==> src/rtl/fsm_seq_transmitter.sv <==
// Moore serial pattern transmitter: captures a parallel pattern on start
// and shifts it out MSB-first of the selected field, optionally looping.
module fsm_seq_transmitter #(
  parameter int WIDTH = 8,
  parameter int LEN_W = 4
) (
  input  logic             clk,
  input  logic             rst_n,
  input  logic             start,
  input  logic [WIDTH-1:0] pattern,
  input  logic [LEN_W-1:0] len,
  input  logic             loop,
  input  logic             stop,
  output logic             y,
  output logic             y_valid,
  output logic             busy,
  output logic             done,
  output logic [1:0]       state_num
);

  typedef enum logic [1:0] {
    IDLE  = 2'd0,
    LOAD  = 2'd1,
    SHIFT = 2'd2,
    DONE  = 2'd3
  } state_e;

  localparam logic [LEN_W-1:0] LMAX = LEN_W'(WIDTH);
  localparam logic [LEN_W-1:0] ONE  = LEN_W'(1);

  state_e           state_q, state_d;
  logic [WIDTH-1:0] shreg_q, shreg_d;
  logic [LEN_W-1:0] len_q, len_d;
  logic [LEN_W-1:0] cnt_q, cnt_d;
  logic [LEN_W-1:0] len_eff;
  logic [LEN_W-1:0] bit_idx;

  always_ff @(posedge clk or negedge rst_n) begin
    if (!rst_n) begin
      state_q <= IDLE;
      shreg_q <= '0;
      len_q   <= '0;
      cnt_q   <= '0;
    end else begin
      state_q <= state_d;
      shreg_q <= shreg_d;
      len_q   <= len_d;
      cnt_q   <= cnt_d;
    end
  end

  // Out-of-range lengths fall back to the full register width.
  always_comb begin
    len_eff = len;
    if (len == '0 || len > LMAX)
      len_eff = LMAX;
  end

  always_comb begin
    state_d = state_q;
    shreg_d = shreg_q;
    len_d   = len_q;
    cnt_d   = cnt_q;
    unique case (state_q)
      IDLE: begin
        if (start)
          state_d = LOAD;
      end
      LOAD: begin
        shreg_d = pattern;
        len_d   = len_eff;
        cnt_d   = len_eff;
        state_d = SHIFT;
      end
      SHIFT: begin
        cnt_d = cnt_q - ONE;
        if (stop) begin
          state_d = DONE;
        end else if (cnt_q == ONE) begin
          if (loop)
            cnt_d = len_q;
          else
            state_d = DONE;
        end
      end
      DONE: begin
        state_d = IDLE;
      end
      default: begin
        state_d = IDLE;
      end
    endcase
  end

  always_comb begin
    y         = 1'b0;
    y_valid   = 1'b0;
    busy      = 1'b1;
    done      = 1'b0;
    state_num = state_q;
    bit_idx   = cnt_q - ONE;
    unique case (state_q)
      IDLE: begin
        busy = 1'b0;
      end
      SHIFT: begin
        y_valid = 1'b1;
        for (int i = 0; i < WIDTH; i++) begin
          if (bit_idx == LEN_W'(i))
            y = shreg_q[i];
        end
      end
      DONE: begin
        done = 1'b1;
      end
      default: begin
      end
    endcase
  end

endmodule
==> config.mk <==
export PLATFORM = sky130hd
export DESIGN_NAME = fsm_seq_transmitter
export DESIGN_NICKNAME = d
export VERILOG_FILES = /design/src/rtl/fsm_seq_transmitter.sv
export SDC_FILE = /design/constraint.sdc
export NUM_CORES = 1
export LEC_CHECK = 0
export ABC_CLOCK_PERIOD_IN_PS = 4000
export CORE_MARGIN = 10
export CORE_UTILIZATION = 35
export CTS_BUF_LIST = sky130_fd_sc_hd__clkbuf_4
export CTS_CLUSTER_DIAMETER = 200
export CTS_CLUSTER_SIZE = 14
export DETAILED_ROUTE_END_ITERATION = 10
export PLACE_DENSITY = 0.54
export SETUP_SLACK_MARGIN = 0.4
export SLEW_MARGIN = 5
export SYNTH_ARGS = -nofsm -noshare
export SYNTH_HDL_FRONTEND = slang
export SYNTH_SLANG_ARGS = --single-unit
==> constraint.sdc <==
create_clock -name clk -period 4 [get_ports clk]
set_clock_uncertainty 0.1 [all_clocks]
set_input_delay 0.8 -clock clk [delete_from_list [all_inputs] [get_ports clk]]
set_output_delay 0.8 -clock clk [all_outputs]
set_load 0.03 [all_outputs]
==> impl_metrics.env, run 1 <==
export IMPL_grt_pass1_wl_microns=4090
export IMPL_area_delta_synth_final_pct=25.0
export IMPL_status="finished clean"
export IMPL_setup_viol=0
export IMPL_mostFrequentLayoutCells="clkdlybuf4s50_1 (22), dfrtp_1 (18), inv_1 (10), ha_1 (10), mux2_2 (9)"
export IMPL_synthArstFlopShare=1.00
export IMPL_placed_cells=162
export IMPL_die_h_microns=76.2
export IMPL_fin_setup_tns_ns=0
export IMPL_synth_fp_nets=127
export IMPL_cts_buffer_depth=2
export IMPL_finalCritPeriodShare=0.791
export IMPL_hold_viol=0
export IMPL_finalNonFillerCells=166
export IMPL_cts_resized=0
export IMPL_grt_max_degree=19
export IMPL_seq_area_frac_synth=0.408
export IMPL_synth_top_area_cell="dfrtp_1"
export IMPL_synth_edff_count=0
export IMPL_synth_warning_count=0
export IMPL_die_w_microns=76.2
export IMPL_viasPerCell=4.72
export IMPL_cp_end_kind="output port"
export IMPL_place_port_buffers=22
export IMPL_diodes=0
export IMPL_syn_area_per_cell_sq_um=11.0
export IMPL_syn_inst=100
export IMPL_drt_iter0_drc=19
export IMPL_drc=0
export IMPL_yosys_top_cells_area="dfrtp_1 (41%), ha_1 (11%), mux2_2 (9.2%)"
export IMPL_cpPeakStageDelay_ns=0.68
export IMPL_grt_overflow_total=0
export IMPL_clkTransAtPathRegs_ns=0.10
export IMPL_start_util=0.365
export IMPL_drv_cap=0
export IMPL_worst_pin_slew_ns=0.835
export IMPL_insertion_delay_ns=0.29
export IMPL_path_cells="inv_1, ha_1, nand3b_1, a21oi_1, a221oi_1, nor2_1, clkdlybuf4s50_1"
export IMPL_postCtsSetupBuffers=0
export IMPL_peakVddDrop_mv=0.424
export IMPL_fmax_mhz=316
export IMPL_ys_dominant_reg_cell="dfrtp_1"
export IMPL_synth_seq_cells=18
export IMPL_tritoncts="built"
export IMPL_synth_cell_types=31
export IMPL_drv_slew=0
export IMPL_cts_hold_buf=0
export IMPL_cts_buffers=3
export IMPL_rows=20
export IMPL_h_tree_depth=1
export IMPL_grt_pass1_vias=863
export IMPL_drive_gt1_frac=0.172
export IMPL_totalWireLength_microns=2380
export IMPL_final_common_cell="clkdlybuf4s50_1"
export IMPL_hold_class="register to register"
export IMPL_syn_cell_area_sq_um=1100
export IMPL_io_pin_count=23
export IMPL_num_vias=783
export IMPL_grt_setup_unrepaired="no"
export IMPL_cp_data_arrival_time_ns=2.27
export IMPL_dpl_hpwl_microns=1860
export IMPL_nets=150
export IMPL_gp_congestion=0.724
export IMPL_timing_final_ws_setup_ns=0.834
export IMPL_core_area_sq_um=3030
export IMPL_pwr_density_cell_nw_per_um2=776
export IMPL_antenna_found_initial=0
export IMPL_die_area_sq_um=5800
export IMPL_grtUsageTotal=0.0842
export IMPL_max_slew_margin=0.441
export IMPL_critPathMaxFanout=7
export IMPL_cts_root_buffer="clkbuf_4"
export IMPL_path_class="register to output port"
export IMPL_dr_pass1_iters=4
export IMPL_synth_top_area_frac=0.408
export IMPL_ant_nets=0
export IMPL_cts_sinks=18
export IMPL_period_needed_ns=3.17
export IMPL_critPathRequiredTime_ns=3.10
export IMPL_dp_slack_ns=1.13
export IMPL_start_kind="register"
export IMPL_avgRoutedWirePerCell_microns=14.3
export IMPL_cp_slowest_cell="clkdlybuf4s50_1"
export IMPL_p_leak_nw=0.596
## layout make-up
| class | count | area [sq um] |
|---|---|---|
| fill | 330 | 1650 |
| multi-input combinational | 68 | 592 |
| sequential | 18 | 450 |
| timing repair buffer | 22 | 220 |
| tap | 44 | 55.1 |
| inverter | 10 | 37.5 |
| clock buffer | 3 | 22.5 |
| clock inverter | 1 | 3.75 |
## registers in the layout, summed over array words and instances, names as in the netlist
register	cells
len_q	4
cnt_q	4
state_num	2
shreg_q	8
## per-stage QoR
stage	hold WS, ns	area [sq um]	utilization	power (mW)
global placement	0.393	1360	0.448	0.980
finish	0.419	1380	0.456	1.07
CTS	0.425	1380	0.456	1.09
detailed placement	0.397	1360	0.448	0.991
global route	0.439	1380	0.456	1.17
floorplan	0.375	1100	-	0.824
## routing by layer
metal / part of all wire / vias up / GRT usage
met5: 0 / - / 0
met2: 0.48 / 16 / 0.140
met4: 0.0076 / 0 / 0.0167
li1: - / 397 / -
met3: 0.057 / 2 / 0.0366
met1: 0.45 / 368 / 0.0978
## final timing paths
kind | startpoint | endpoint | slack, ns | cells after the start
setup / recovery | cnt_q[0] | y | 0.83 | 7
hold / removal | shreg_q[7] | shreg_q[7] | 0.42 | 1
setup reg to reg | state_num[0] | state_num[1] | 2.12 | 5
hold reg to reg | shreg_q[7] | shreg_q[7] | 0.42 | 1
max in group asynchronous | rst_n | len_q[2] | 2.41 | 1
min in group asynchronous | rst_n | shreg_q[5] | 0.88 | 1
## worst max-delay path, delay by kind of cell, from the launching register on
kind            cells  cell delay, ns
buf+inv             2            0.79
flops               1            0.46
simple gates        2            0.27
fa+ha+maj           1            0.25
compound gates      2            0.21
## kinds of logic (layout without fill, tap and decap cells)
group                      count (synthesis)  in the layout  synth area share
AOI/OAI and AO/OA                         17             17             0.117
xor gates and xnor gates                   2              2            0.0159
adders and majority gates                 10             10             0.113
buffers and inverters                     14             36            0.0566
DFF                                       18             18             0.408
muxes                                     14             14             0.146
and+or+nand+nor                           25             25             0.144
## synth_stat cells (2+ instances only)
cell type and n:
inv_1 10, ha_1 10, mux2_4 2, nor3_1 2, dfrtp_1 18, buf_2 2
nand3_1 3, nand2_1 6, mux2i_1 3, nand3b_1 4, nor2_1 5, o21ai_0 5
a21oi_1 4, mux2_2 9
## power by group
| part | internal [mW] | switching (mW) | leakage (nW) | total, mW |
|---|---|---|---|---|
| clock network | 0.0363 | 0.0556 | 0.0154 | 0.0919 |
| registers | 0.274 | 0.0818 | 0.216 | 0.356 |
| logic | 0.304 | 0.320 | 0.364 | 0.624 |
No activity file was read; power rests on OpenSTA's default activity.
==> run 2, diff against run 1 <==
Settings changed: ABC_CLOCK_PERIOD_IN_PS 4000 to 2700, PLACE_DENSITY 0.54 to 0.56.
Clock period 4 ns to 2.7 ns, I/O delays scaled along.
==> impl_metrics.env, run 2 (synthesis results as in run 1) <==
export IMPL_clkTransAtPathRegs_ns=0.10
export IMPL_drive_gt1_frac=0.317
export IMPL_cts_buffer_depth=2
export IMPL_hold_class="register to register"
export IMPL_cts_hold_buf=0
export IMPL_max_slew_margin=0.600
export IMPL_cp_slowest_cell="dfrtp_2"
export IMPL_diodes=0
export IMPL_antenna_found_initial=0
export IMPL_place_port_buffers=22
export IMPL_grt_pass1_wl_microns=4340
export IMPL_rows=20
export IMPL_io_pin_count=23
export IMPL_hold_viol=0
export IMPL_totalWireLength_microns=2630
export IMPL_h_tree_depth=1
export IMPL_die_area_sq_um=5800
export IMPL_core_area_sq_um=3030
export IMPL_area_delta_synth_final_pct=33.1
export IMPL_insertion_delay_ns=0.29
export IMPL_cts_buffers=3
export IMPL_peakVddDrop_mv=0.654
export IMPL_path_cells="inv_4, ha_2, nand2_1, o211ai_1, a221oi_2, nor2_2, buf_6"
export IMPL_tritoncts="built"
export IMPL_drc=0
export IMPL_p_leak_nw=0.639
export IMPL_busiest_layer="met2"
export IMPL_grt_setup_unrepaired="yes"
export IMPL_critPathMaxFanout=4
export IMPL_viasPerCell=4.88
export IMPL_seq_power_share=0.307
export IMPL_power_mw=1.71
export IMPL_timing_hold_ws_ns=0.417
export IMPL_cp_end_kind="output port"
export IMPL_grt_max_degree=19
export IMPL_nets=155
export IMPL_cp_data_arrival_time_ns=1.67
export IMPL_nFillCells=303
export IMPL_avgRoutedWirePerCell_microns=15.5
export IMPL_setup_viol=0
export IMPL_grt_pass1_vias=948
export IMPL_largest_registers="shreg_q: 8 flops, cnt_q: 4 flops, len_q: 4 flops"
export IMPL_fmax_mhz=434
export IMPL_largest_register="shreg_q"
export IMPL_grt_overflow_total=0
export IMPL_critPathRequiredTime_ns=2.06
export IMPL_drv_slew=0
export IMPL_worst_pin_slew_ns=0.599
export IMPL_grt_use_met1=0.0922
export IMPL_use_met3=0.0401
export IMPL_ant_nets=0
export IMPL_path_class="register to output port"
export IMPL_grtUsageTotal=0.0895
export IMPL_status="finished clean"
export IMPL_final_common_cell="clkdlybuf4s50_1"
export IMPL_period_needed_ns=2.31
export IMPL_finalCritPeriodShare=0.854
export IMPL_pwr_density_cell_nw_per_um2=1160
export IMPL_placed_cells=165
export IMPL_start_kind="register"
export IMPL_dr_pass1_iters=4
export IMPL_power_switching_mw=0.743
export IMPL_mostFrequentLayoutCells="clkdlybuf4s50_1 (18), dfrtp_1 (16), mux2_2 (9)"
export IMPL_dpl_hpwl_microns=1980
export IMPL_fin_setup_tns_ns=0
export IMPL_gp_congestion=0.715
export IMPL_combPwrFrac=0.614
export IMPL_cpPeakStageDelay_ns=0.48
export IMPL_timing_final_ws_setup_ns=0.394
export IMPL_globalRouteMet2Util=0.161
export IMPL_power_frac_clock=0.079
export IMPL_die_w_microns=76.2
export IMPL_num_vias=830
export IMPL_switching_share=0.434
export IMPL_finalNonFillerCells=170
export IMPL_cts_sinks=18
export IMPL_die_h_microns=76.2
export IMPL_largest_reg_flops=8
export IMPL_cts_root_buffer="clkbuf_4"
export IMPL_drv_cap=0
export IMPL_internal_power_mw=0.968
export IMPL_dp_slack_ns=0.0770
export IMPL_start_util=0.365
export IMPL_drt_iter0_drc=37
run 2: cell types whose count changed in the layout (fill, tap and decap cells not counted), sizes merged:
| cell | previous run | this run |
|---|---|---|
| buf | 0 | 6 |
| clkdlybuf4s50 | 22 | 18 |
| clkinv | 1 | 0 |
| dlymetal6s2s | 0 | 1 |
| dlygate4sd2 | 0 | 2 |
run 2: final timing paths:
kind                             from      endpoint  slack, ns  depth (start not counted)
max                          cnt_q[1]             y       0.39                          7
min                        shreg_q[3]    shreg_q[3]       0.42                          1
max reg2reg                  cnt_q[0]  state_num[1]       0.81                          5
min reg2reg                shreg_q[3]    shreg_q[3]       0.42                          1
max in group asynchronous       rst_n      cnt_q[1]       1.82                          2
min in group asynchronous       rst_n    shreg_q[5]       0.46                          2
run 2: routing by layer:
layer,wire (microns),share of wire
met3,134,0.051
met4,15,0.0057
met1,1110,0.42
met5,0,0
met2,1370,0.52
run 2: timing repair:
action / 4_1_cts / 5_1_grt
buffers inserted: 1 / 1
pin swaps: 0 / 5
gates cloned: 0 / 0
endpoints found under the setup margin: 3 / 2
gates resized for setup: 8 / 17
run 2: cell type report:
type                            count  area (sq um)  area share
Sequential cell                    18           453       0.308
Clock buffer                        3          22.5      0.0153
Inverter                           10          40.0      0.0272
Multi-Input combinational cell     68           641       0.436
Tap cell                           44          55.1      0.0374
Timing Repair Buffer               27           259       0.176
run 2: critical path: cells and delay by family (launching register included):
family          cells  cell delay [ns]
fa+ha+maj           1             0.18
buf+inv             2             0.23
compound gates      2             0.32
flops               1             0.48
simple gates        2             0.16
run 2: power by group through the flow:
stage               registers (mW)  clock network [mW]  logic [mW]
finish                       0.525               0.135        1.05
global route                 0.543               0.154        1.16
floorplan                    0.518                   0       0.712
CTS                          0.505               0.142       0.996
detailed placement           0.515                   0       0.997
global placement             0.511                   0       0.971
run 2: per-stage QoR:
stage | utilization | area [sq um]
floorplan | - | 1110
global placement | 0.457 | 1380
detailed placement | 0.457 | 1380
CTS | 0.464 | 1410
global route | 0.486 | 1470
finish | 0.486 | 1470
